## src/rtl/neuron_layer_scheduler_pkg.sv

```systemverilog
// Shared definitions for the neuron layer scheduler: FSM state encoding,
// watchdog margin and the result-slice addressing helper.
package neuron_layer_scheduler_pkg;

  typedef enum logic [2:0] {
    ST_IDLE  = 3'd0,
    ST_CLEAR = 3'd1,
    ST_RUN   = 3'd2,
    ST_STORE = 3'd3,
    ST_DONE  = 3'd4
  } state_e;

  // Extra RUN cycles allowed beyond NUM_INPUTS before a neuron is declared hung.
  localparam int WDOG_MARGIN = 8;

  // Base bit index of neuron idx inside the flat results vector.
  function automatic int slice_base(input int idx, input int width);
    return idx * width;
  endfunction

endpackage

```

## src/rtl/neuron_layer_scheduler_layer_result_buffer.sv

```systemverilog
// Layer output buffer: one N-bit register per neuron, written by index,
// exposed as a flat vector with neuron i at bits [i*N +: N].
// Asynchronous active-low clear discards all stored results.
module layer_result_buffer
  import neuron_layer_scheduler_pkg::*;
#(
  parameter int N           = 8,
  parameter int NUM_NEURONS = 30,
  parameter int AW          = 5
) (
  input  logic                     clk_i,
  input  logic                     rst_ni,
  input  logic                     wr_en_i,
  input  logic [AW-1:0]            wr_addr_i,
  input  logic [N-1:0]             wr_data_i,
  output logic [NUM_NEURONS*N-1:0] results_o
);

  for (genvar gi = 0; gi < NUM_NEURONS; gi++) begin : g_entry
    logic [N-1:0] entry_q;

    // Capture the write data when this entry is addressed.
    always_ff @(posedge clk_i or negedge rst_ni) begin
      if (!rst_ni) begin
        entry_q <= '0;
      end else if (wr_en_i && (wr_addr_i == AW'(gi))) begin
        entry_q <= wr_data_i;
      end
    end

    assign results_o[slice_base(gi, N) +: N] = entry_q;
  end

endmodule

```

## src/rtl/neuron_layer_scheduler.sv

```systemverilog
// Neuron layer scheduler: walks one shared neuron datapath across every
// neuron of a layer (restart, wait for ready, store result) and reports
// completion with a one-cycle done pulse.
// Optional watchdog: define NEURON_LAYER_SCHED_WATCHDOG_EN to abort a neuron
// that does not respond within NUM_INPUTS+WDOG_MARGIN RUN cycles.
module neuron_layer_scheduler
  import neuron_layer_scheduler_pkg::*;
#(
  parameter int N                 = 8,
  parameter int NUM_NEURONS       = 30,
  parameter int CLOG2_NUM_NEURONS = 5,
  parameter int NUM_INPUTS        = 62,
  parameter int CLOG2_WDOG        = 7
) (
  input  logic                          clk_i,
  input  logic                          rst_ni,
  input  logic                          clk_en_i,
  input  logic                          start_i,
  output logic                          busy_o,
  output logic                          done_o,
  output logic [CLOG2_NUM_NEURONS-1:0]  neuron_sel_o,
  output logic                          neuron_rst_o,
  input  logic                          neuron_ready_i,
  input  logic signed [N-1:0]           neuron_result_i,
  output logic [NUM_NEURONS*N-1:0]      layer_results_o,
  output logic                          error_o
);

  localparam logic [CLOG2_NUM_NEURONS-1:0] LAST_SEL = CLOG2_NUM_NEURONS'(NUM_NEURONS - 1);

  // The watchdog counter must be able to reach its limit.
  if ((NUM_INPUTS + WDOG_MARGIN) >= (1 << CLOG2_WDOG)) begin : g_wdog_width_check
    $error("CLOG2_WDOG too small for NUM_INPUTS + WDOG_MARGIN");
  end

  state_e                         state_q, state_d;
  logic [CLOG2_NUM_NEURONS-1:0]   sel_q, sel_d;
  logic [N-1:0]                   hold_q, hold_d;
  logic                           store_req;

`ifdef NEURON_LAYER_SCHED_WATCHDOG_EN
  localparam logic [CLOG2_WDOG-1:0] WDOG_LAST = CLOG2_WDOG'(NUM_INPUTS + WDOG_MARGIN - 1);
  logic [CLOG2_WDOG-1:0]          wdog_q, wdog_d;
  logic                           error_q, error_d;

  // Watchdog count and sticky error advance only on enabled cycles.
  always_ff @(posedge clk_i or negedge rst_ni) begin
    if (!rst_ni) begin
      wdog_q  <= '0;
      error_q <= 1'b0;
    end else if (clk_en_i) begin
      wdog_q  <= wdog_d;
      error_q <= error_d;
    end
  end

  assign error_o = error_q;
`else
  assign error_o = 1'b0;
`endif

  // FSM state, neuron index and result holding register.
  always_ff @(posedge clk_i or negedge rst_ni) begin
    if (!rst_ni) begin
      state_q <= ST_IDLE;
      sel_q   <= '0;
      hold_q  <= '0;
    end else if (clk_en_i) begin
      state_q <= state_d;
      sel_q   <= sel_d;
      hold_q  <= hold_d;
    end
  end

  // Next-state logic: sequence CLEAR -> RUN -> STORE for each neuron, then DONE.
  always_comb begin
    state_d   = state_q;
    sel_d     = sel_q;
    hold_d    = hold_q;
    store_req = 1'b0;
`ifdef NEURON_LAYER_SCHED_WATCHDOG_EN
    wdog_d    = wdog_q;
    error_d   = error_q;
`endif
    case (state_q)
      ST_IDLE: begin
        sel_d = '0;
        if (start_i) begin
          state_d = ST_CLEAR;
`ifdef NEURON_LAYER_SCHED_WATCHDOG_EN
          error_d = 1'b0;
`endif
        end
      end
      ST_CLEAR: begin
        state_d = ST_RUN;
`ifdef NEURON_LAYER_SCHED_WATCHDOG_EN
        wdog_d  = '0;
`endif
      end
      ST_RUN: begin
        if (neuron_ready_i) begin
          hold_d  = neuron_result_i;
          state_d = ST_STORE;
        end
`ifdef NEURON_LAYER_SCHED_WATCHDOG_EN
        else if (wdog_q == WDOG_LAST) begin
          // Hung neuron: record a zero result and move on.
          hold_d  = '0;
          error_d = 1'b1;
          state_d = ST_STORE;
        end else begin
          wdog_d = wdog_q + 1'b1;
        end
`endif
      end
      ST_STORE: begin
        store_req = 1'b1;
        if (sel_q == LAST_SEL) begin
          state_d = ST_DONE;
        end else begin
          sel_d   = sel_q + 1'b1;
          state_d = ST_CLEAR;
        end
      end
      ST_DONE: begin
        sel_d   = '0;
        state_d = ST_IDLE;
      end
      default: begin
        state_d = ST_IDLE;
      end
    endcase
  end

  assign busy_o       = (state_q != ST_IDLE);
  assign done_o       = (state_q == ST_DONE);
  assign neuron_rst_o = (state_q != ST_RUN);
  assign neuron_sel_o = sel_q;

  layer_result_buffer #(
    .N           (N),
    .NUM_NEURONS (NUM_NEURONS),
    .AW          (CLOG2_NUM_NEURONS)
  ) u_buffer (
    .clk_i     (clk_i),
    .rst_ni    (rst_ni),
    .wr_en_i   (store_req && clk_en_i),
    .wr_addr_i (sel_q),
    .wr_data_i (hold_q),
    .results_o (layer_results_o)
  );

endmodule

```

## config.mk

```make
export PLATFORM = sky130hd
export DESIGN_NAME = neuron_layer_scheduler
export DESIGN_NICKNAME = d
export VERILOG_FILES = /design/src/rtl/neuron_layer_scheduler_pkg.sv /design/src/rtl/neuron_layer_scheduler_layer_result_buffer.sv /design/src/rtl/neuron_layer_scheduler.sv
export SDC_FILE = /design/constraint.sdc
export NUM_CORES = 1
export LEC_CHECK = 0
export CAP_MARGIN = 10
export CORE_UTILIZATION = 53
export CTS_CLUSTER_SIZE = 24
export DETAILED_ROUTE_END_ITERATION = 10
export PLACE_DENSITY = 0.86
export SYNTH_ARGS = -nofsm -noshare
export SYNTH_HDL_FRONTEND = slang
export SYNTH_SLANG_ARGS = --single-unit
```

## constraint.sdc

```tcl
create_clock -name clk_i -period 2.77 [get_ports clk_i]
set_input_delay 0.554 -clock clk_i [delete_from_list [all_inputs] [get_ports clk_i]]
set_output_delay 0.554 -clock clk_i [all_outputs]
set_load 0.03 [all_outputs]
```

; After elaboration in Yosys (flattened, before gate mapping)
; Cells that the tools add are included.
[word_totals]
input_bits = 13
output_inout_bits = 249
ff_bits = 256
[op_classes]
n_eq_ne = 37
reduce_logical = 39
n_mux = 7
addsub = 1
[ops]
columns = cell, n
row1 = $eq 5x5->1 const B, 14
row2 = $eq 5x4->1 const B, 8
row3 = $logic_and 1x1->1, 31
row4 = $eq 5x3->1 const B, 4
row5 = $pmux 3 s4, 1
row6 = $eq 5x2->1 const B, 2
row7 = $pmux 5 s2, 1
row8 = $mux 3, 3
row9 = $reduce_and 3->1, 3
row10 = $eq 3x2->1 const B, 2
row11 = $ne 2x2->1 const B, 3
row12 = $add 5x1->5 const B, 1
row13 = $eq 5x1->1 const B, 1
row14 = $logic_not 5->1, 1
row15 = $mux 5, 1
row16 = $eq 3x1->1 const B, 1
row17 = $eq 3x3->1 const B, 1
row18 = $logic_not 3->1, 1
row19 = $ne 3x2->1 const B, 1
row20 = $reduce_bool 3->1, 1
row21 = $reduce_bool 2->1, 1
row22 = $reduce_or 2->1, 1
row23 = $mux 1, 1

; Longest topological paths before layout
; Gate-level depths: netlist of the first run.
[depth]
ltp_word = 4
ltp_mapped = 6
depth_no_buf = 5

; Cells and area by module
; A second synthesis of the first run with hierarchy kept.
[unflattened]
cells_unflattened = 638
hier_area_um2 = 10013.4
[by_module_without_submodules]
columns = mod, area_per_inst_um2, cells_per_inst, instances
row1 = layer_result_buffer, 9128.8, 560, 1
row2 = neuron_layer_scheduler, 884.6, 78, 1

; Worst setup path after synthesis of the first run
; OpenSTA, ideal clock, no wires.
[synth_path]
kind = register to register
startpoint = register sel_q[0], in the netlist neuron_sel_o[0]
endpoint = register u_buffer.g_entry[20].entry_q[0]
path_stages_with_launch = 7
slack_ns = 0.752
arrival_time_ns = 1.893
t_required_ns = 2.645
path_cell_list = dfrtp_1 -> inv_1 -> ha_1 -> clkbuf_1 -> nand2_1 -> nor3_2 -> mux2_2
[synth_between]
elab_chain_len = 2
[synth_rtl]
columns = item, line
row1 = "start, declared", neuron_layer_scheduler.sv:37  ; logic [CLOG2_NUM_NEURONS-1:0] sel_q, sel_d;
row2 = "start signal, assigned", neuron_layer_scheduler.sv:70  ; sel_q <= sel_d;
row3 = $eq 5x5->1, neuron_layer_scheduler_layer_result_buffer.sv:26  ; end else if (wr_en_i && (wr_addr_i == AW'(gi))) begin
row4 = $logic_and 1x1->1, neuron_layer_scheduler_layer_result_buffer.sv:26
row5 = "end signal, assigned", neuron_layer_scheduler_layer_result_buffer.sv:27  ; entry_q <= wr_data_i;
row6 = "end, declared", neuron_layer_scheduler_layer_result_buffer.sv:20  ; logic [N-1:0] entry_q;
; No other way between the ends.
; A chain may end at the register's enable or synchronous reset.

; Worst setup path in the final report of the first run
[layout_path]
startpoint = register state_q[2]
endpoint = output neuron_rst_o
[layout_between]
elab_chain_len = 1
[layout_rtl]
columns = item, line
row1 = "start, declared", neuron_layer_scheduler.sv:36  ; state_e state_q, state_d;
row2 = "start signal, assigned", neuron_layer_scheduler.sv:69  ; state_q <= state_d;
row3 = $ne 3x2->1, neuron_layer_scheduler.sv:138  ; assign neuron_rst_o = (state_q != ST_RUN);
row4 = "end, declared", neuron_layer_scheduler.sv:22  ; output logic neuron_rst_o,
; No other way between the ends.

==> run_results.csv, run 1 <==
group,metric,value,unit
synth,postSynth.asyncResetShare,1.00,
placed_design,dpl.hpwl,16800,um
power_and_ir_drop,p_leak,6.67,nW
sta,tightest_slew,1.16,ns
routing,vias,6406,
final_layout,final_common_cell,"clkdlybuf4s50_1",
synth,ys_warn_count,0,
die,die_h,140,um
placed_design,portBuffers,260,
synth,synth_seq_area_share,0.634,
run,maxCapViolations,0,
min_path,min_path_cells,1,
final_layout,drive_above_1_share,0.357,
synth,syn_area,10100,um^2
clock_network,cts_buffers,27,
global_routing,grt_pass1_wl,39100,um
setup_path,critical_path_required,2.22,ns
synth,synth_edf_count,0,
routing,routed_via_density,5.50,
clock_network,cts_tree,"yes",
clock_network,clk_latency,0.53,ns
setup_path,cp_max_fo,15,
clock_network,clk_path_buf_depth,3,
setup_path,critPathKind,"flop to primary output",
setup_path,arrival,2.03,ns
global_routing,antenna_found_initial,0,
sta,fin_skew,0.0114,ns
sta,max_freq,387,MHz
setup_path,ff2ff_path_depth,4,
routing,firstDrtPassIters,4,
synth,synth_fp_nets,656,
final_layout,nets,931,
final_layout,final_cell_mix,"clkdlybuf4s50_1 (257), dfrtp_1 (254), mux2_2 (245)",
setup_path,cp-start-kind,"flop",
synth,synth_cells,638,
synth,synthDistinctLibCells,44,
synth,syn_avg_cell_area,15.8,um^2
power_and_ir_drop,p_per_area,758,nW/um^2
sta,rsz0062_at_grt,"false",
placed_design,gp_congestion,0.818,
final_layout,area_growth,38.0,%
clock_network,clkSlewWorstSetupHoldPaths,0.06,ns
sta,fin_tns_setup,0,ns
synth,synth_flop_cell,"dfrtp_1",
sta,hold_viol,0,
clock_network,clock-sinks,256,
sta,setup_viol,0,
global_routing,grt-ovfl-total,0,
placed_design,placed_cells,1117,
setup_path,worst_setup_path_end_kind,"primary output",
final_layout,instances_no_fill,1164,
sta,slew_viol_final,0,
min_path,hp-class,"flop to flop",
routing,wl,25300,um
outcome,status,"finished clean",
global_routing,grt_pass1_vias,6706,
clock_network,cts_root_buffer,"clkbuf_16",
power_and_ir_drop,ir_worst_vdd,0.971,mV
die,core,18700,um^2
sta,finalCritPeriodShare,0.934,
final_layout,diodes,0,
routing,drt_iter0_drc,192,
synth,synth.ff_latch_count,256,
die,pin_count,262,
sta,layout_min_cycle_time,2.59,ns
global_routing,grt_max_degree,67,
routing,wire_per_inst,21.7,um
routing,ant_nets,0,
die,die_area,19600,um^2
die,die_w,140,um
global_routing,track_usage,0.260,
power_and_ir_drop,total_power,10.6,mW
die,std_cell_rows,50,
die,initial_core_util,0.540,
clock_network,ctsHtreeMaxLevel,1,
sta,relSlewSlack,0.227,
routing,drc_errors,0,
[registers in the layout (all words and copies together) (netlist names)]
register / cells
state_q: 3
hold_q: 8
neuron_sel_o: 5
u_buffer.g_entry.entry_q: 240
[synth_stat cells, types with 2 or more instances]
cell type	instances	area share
a31oi_1	2	0.0012
mux2i_1	2	0.0020
nand2b_1	2	0.0012
nand4b_1	4	0.0035
dfrtp_1	256	0.63
mux2_1	4	0.0045
nor3_2	4	0.0040
nor2_2	6	0.0037
nor2_1	4	0.0015
nand3_1	2	0.00099
nand2_1	16	0.0059
nand4b_4	2	0.0047
inv_1	6	0.0022
mux2_2	245	0.27
nand4_1	8	0.0050
and4b_1	5	0.0050
ha_1	5	0.0062
buf_2	7	0.0035
nor4b_4	2	0.0047
buf_4	3	0.0022
clkbuf_1	30	0.011
[kinds of logic after synthesis]
| kind of cell | after synthesis | share of synthesized area |
|---|---|---|
| AO/OA/AOI/OAI | 10 | 0.00706 |
| adder cells (fa/ha/maj) | 5 | 0.00619 |
| buffers and inverters | 46 | 0.0191 |
| flip-flops | 256 | 0.634 |
| multiplexers | 251 | 0.279 |
| other | 1 | 0.000371 |
| AND/OR/NAND/NOR | 69 | 0.0542 |
[worst max-delay path, stage by stage, from the launching register on]
cell and delay (ns):
dfrtp_2 0.50, nor2_1 0.26, nand2_1 0.09, clkdlybuf4s50_1 0.65
[per-stage QoR]
stage	instance area, um^2	util	worst slack [ns]	hold slack [ns]
finish	14000	0.746	0.184	0.491
global route	14000	0.746	0.0650	0.509
CTS	13900	0.746	0.0518	0.494
detailed placement	13100	0.698	0.119	0.474
global placement	13100	0.698	0.217	0.468
floorplan	10100	-	0.752	0.258
[where the power goes]
part / total [mW] / internal [mW] / switching (mW)
Sequential: 4.57 / 4.06 / 0.509
Combinational: 2.43 / 0.943 / 1.49
Clock: 3.57 / 2.18 / 1.39
Total: 10.6 / 7.19 / 3.39
[area by class of cell]
type / instances / area, um^2
clock buffers: 43 / 816
repair buffers: 286 / 2840
well taps: 234 / 293
multi-input cells: 336 / 3510
inverters: 6 / 22.5
fillers: 1161 / 4750
flip-flops and latches: 256 / 6410
clock inverters: 3 / 68.8
[routing by layer]
| layer | track usage | up-vias | share of wire |
|---|---|---|---|
| li1 | - | 2830 | - |
| met1 | 0.341 | 3311 | 0.43 |
| met2 | 0.423 | 224 | 0.47 |
| met3 | 0.0762 | 41 | 0.076 |
| met4 | 0.0758 | 0 | 0.023 |
| met5 | 0 | - | 0 |
[final timing paths]
check	startpoint	endpoint	slack, ns
max in group asynchronous	rst_ni	u_buffer.g_entry[15].entry_q[2]	1.41
max reg2reg	state_q[1]	u_buffer.g_entry[27].entry_q[3]	0.64
min in group asynchronous	rst_ni	u_buffer.g_entry[4].entry_q[5]	0.56
min	u_buffer.g_entry[7].entry_q[7]	u_buffer.g_entry[7].entry_q[7]	0.49
min reg2reg	u_buffer.g_entry[7].entry_q[7]	u_buffer.g_entry[7].entry_q[7]	0.49
max	state_q[2]	neuron_rst_o	0.18
[what timing repair did]
item | in CTS | in global routing
hold endpoints to repair | 58 | 0
setup buffers | 0 | 0
hold buffers | 1 | 0
endpoints found under the setup margin | 0 | 4
resized for setup | 0 | 4
Power figures use the tool's default switching activity.
==> run 2: changes to the inputs <==
--- a/config.mk
+++ b/config.mk
@@ -5,11 +5,11 @@
 export SDC_FILE = /design/constraint.sdc
 export NUM_CORES = 1
 export LEC_CHECK = 0
-export CAP_MARGIN = 10
-export CORE_UTILIZATION = 53
+export CORE_MARGIN = 2
+export CORE_UTILIZATION = 50
 export CTS_CLUSTER_SIZE = 24
 export DETAILED_ROUTE_END_ITERATION = 10
-export PLACE_DENSITY = 0.86
+export PLACE_DENSITY = 0.82
 export SYNTH_ARGS = -nofsm -noshare
 export SYNTH_HDL_FRONTEND = slang
 export SYNTH_SLANG_ARGS = --single-unit
==> run 2 against run 1 <==
Effect of this change:
- the run now ends with hold timing left
- total power down 0.29%
- sequential power about the same
- critical path depth down 2
- largest cell class unchanged
- die area up 8.9%
- highest routed layer unchanged
- maximum frequency down 3.4%
- sequential share of layout area down 0.13 points
- via count up 1.8%
- final cell count up 3.3%
- setup slack worse by 0.092 ns
- count of clock-buffer cells in the layout down 3
- hold slack worse by 0.50 ns
==> run_results.csv, run 2 (synthesized netlist as in run 1, its figures left out) <==
group,metric,value,unit
placed_design,dpl-instance-area,13100,um^2
final_layout,drive_above_1_share,0.361,
placed_design,portBuffers,260,
global_routing,grt-ovfl-total,0,
final_layout,final_common_cell,"clkdlybuf4s50_1",
die,initial_core_util,0.504,
die,die_w,146,um
clock_network,cts_tree,"yes",
final_layout,nFillCells,1391,
outcome,violations,"hold timing",
final_layout,multi_input_area,3510,um^2
global_routing,antenna_found_initial,1,
clock_network,clk_latency,0.52,ns
global_routing,grt_pass1_vias,6894,
setup_path,cp_slowest_cell,"clkdlybuf4s50_1",
routing,vias,6519,
final_layout,largest-register,"u_buffer.g_entry.entry_q",
setup_path,arrival,2.12,ns
clock_network,clkSlewWorstSetupHoldPaths,0.06,ns
setup_path,critical_path_required,2.22,ns
final_layout,diodes,0,
clock_network,clock-sinks,256,
setup_path,worst_setup_path_end_kind,"primary output",
routing,routed_via_density,5.42,
sta,hold_viol,5,
min_path,hp-class,"input pin to async pin",
clock_network,clk_path_buf_depth,3,
sta,setup_viol,0,
sta,hold_ws,-0.00520,ns
clock_network,cts_resized,0,
final_layout,design_area,14000,um^2
final_layout,register_area,6410,um^2
power_and_ir_drop,ir_worst_vdd,0.628,mV
setup_path,crit_family,"buffers and inverters",
sta,layout_min_cycle_time,2.68,ns
power_and_ir_drop,p_leak,6.66,nW
final_layout,largest_reg_flops,240,
routing,drt_iter0_drc,290,
sta,tightest_slew,1.15,ns
clock_network,cts_buffers,26,
run,maxCapViolations,0,
global_routing,grt_max_degree,70,
sta,max_freq,373,MHz
die,die_h,146,um
outcome,status,"finished with violations",
routing,drc_errors,0,
sta,finalCritPeriodShare,0.967,
placed_design,dpl.hpwl,17800,um
sta,relSlewSlack,0.231,
setup_path,cp_max_fo,18,
routing,ant_nets,0,
setup_path,cp-start-kind,"flop",
clock_network,post_cts_buffers,0,
placed_design,gp_congestion,0.823,
sta,fin_tns_setup,0,ns
power_and_ir_drop,total_power,10.5,mW
die,pin_count,262,
global_routing,track_usage,0.246,
setup_path,critPathKind,"flop to primary output",
die,std_cell_rows,52,
final_layout,final_cell_mix,"clkdlybuf4s50_1 (259), dfrtp_1 (256), mux2_2 (245)",
clock_network,cts_root_buffer,"clkbuf_16",
routing,firstDrtPassIters,5,
final_layout,fin_util,0.698,
clock_network,ctsHtreeMaxLevel,1,
die,die_area,21400,um^2
die,core,20000,um^2
global_routing,grt_pass1_wl,41100,um
setup_path,crit_chain,"clkdlybuf4s50_1",
sta,fin_skew,0.00801,ns
clock_network,hold_buffers,0,
routing,wl,26400,um
final_layout,area_growth,38.4,%
routing,wire_per_inst,22.0,um
final_layout,nets,931,
setup_path,crit_buf_inv,1,
power_and_ir_drop,p_per_area,754,nW/um^2
sta,slew_viol_final,0,
setup_path,slowest_delay,0.83,ns
sta,rsz0062_at_grt,"false",
[run 2: changes by cell type in the layout (fill, tap and decap cells not counted)]
cell | previous run | this run
buf_4 | 23 | 24
dfrtp_2 | 2 | 0
clkbuf_1 | 8 | 5
clkdlybuf4s50_1 | 257 | 259
dfrtp_1 | 254 | 256
inv_6 | 1 | 0
buf_12 | 2 | 3
dlygate4sd3_1 | 1 | 0
dlymetal6s2s_1 | 2 | 0
clkinv_2 | 0 | 6
bufinv_16 | 2 | 1
[run 2: cell type report]
type | instances | area share
Timing Repair Buffer | 287 | 0.204
Tap cell | 270 | 0.0242
Multi-Input combinational cell | 336 | 0.251
Clock buffer | 40 | 0.0575
Sequential cell | 256 | 0.458
Inverter | 6 | 0.00161
Clock inverter | 7 | 0.00429
[run 2: layer usage]
layer	routed length (um)	up-vias	track usage
li1	-	2841	-
met1	11100	3402	0.330
met2	12900	247	0.413
met3	2080	29	0.0628
met4	331	0	0.0456
met5	0	-	0
[run 2: worst paths after layout]
check / from / slack (ns) / end / cells after the start
worst min-delay path: rst_ni / -0.005 / u_buffer.g_entry[4].entry_q[5] / 1
worst max register to register: neuron_sel_o[4] / 0.50 / u_buffer.g_entry[29].entry_q[3] / 3
worst min register to register: u_buffer.g_entry[4].entry_q[2] / 0.49 / u_buffer.g_entry[4].entry_q[2] / 1
min in group clk_i: u_buffer.g_entry[4].entry_q[2] / 0.49 / u_buffer.g_entry[4].entry_q[2] / 1
worst max-delay path: neuron_sel_o[4] / 0.09 / neuron_sel_o[4] / 1
max in group asynchronous: rst_ni / 2.05 / u_buffer.g_entry[22].entry_q[5] / 2
[run 2: through the flow]
stage               instances  hold slack, ns  setup slack (ns)
floorplan                 638           0.258             0.752
global placement         1155           0.477             0.236
detailed placement       1155           0.479             0.191
CTS                      1202         0.00635            0.0795
global route             1202          0.0155           0.00513
finish                   1202        -0.00520            0.0915
[run 2: power breakdown]
group | internal [mW] | switching (mW) | total, mW
registers | 4.06 | 0.539 | 4.60
logic | 0.951 | 1.49 | 2.44
clock network | 2.08 | 1.42 | 3.51
total | 7.09 | 3.45 | 10.5
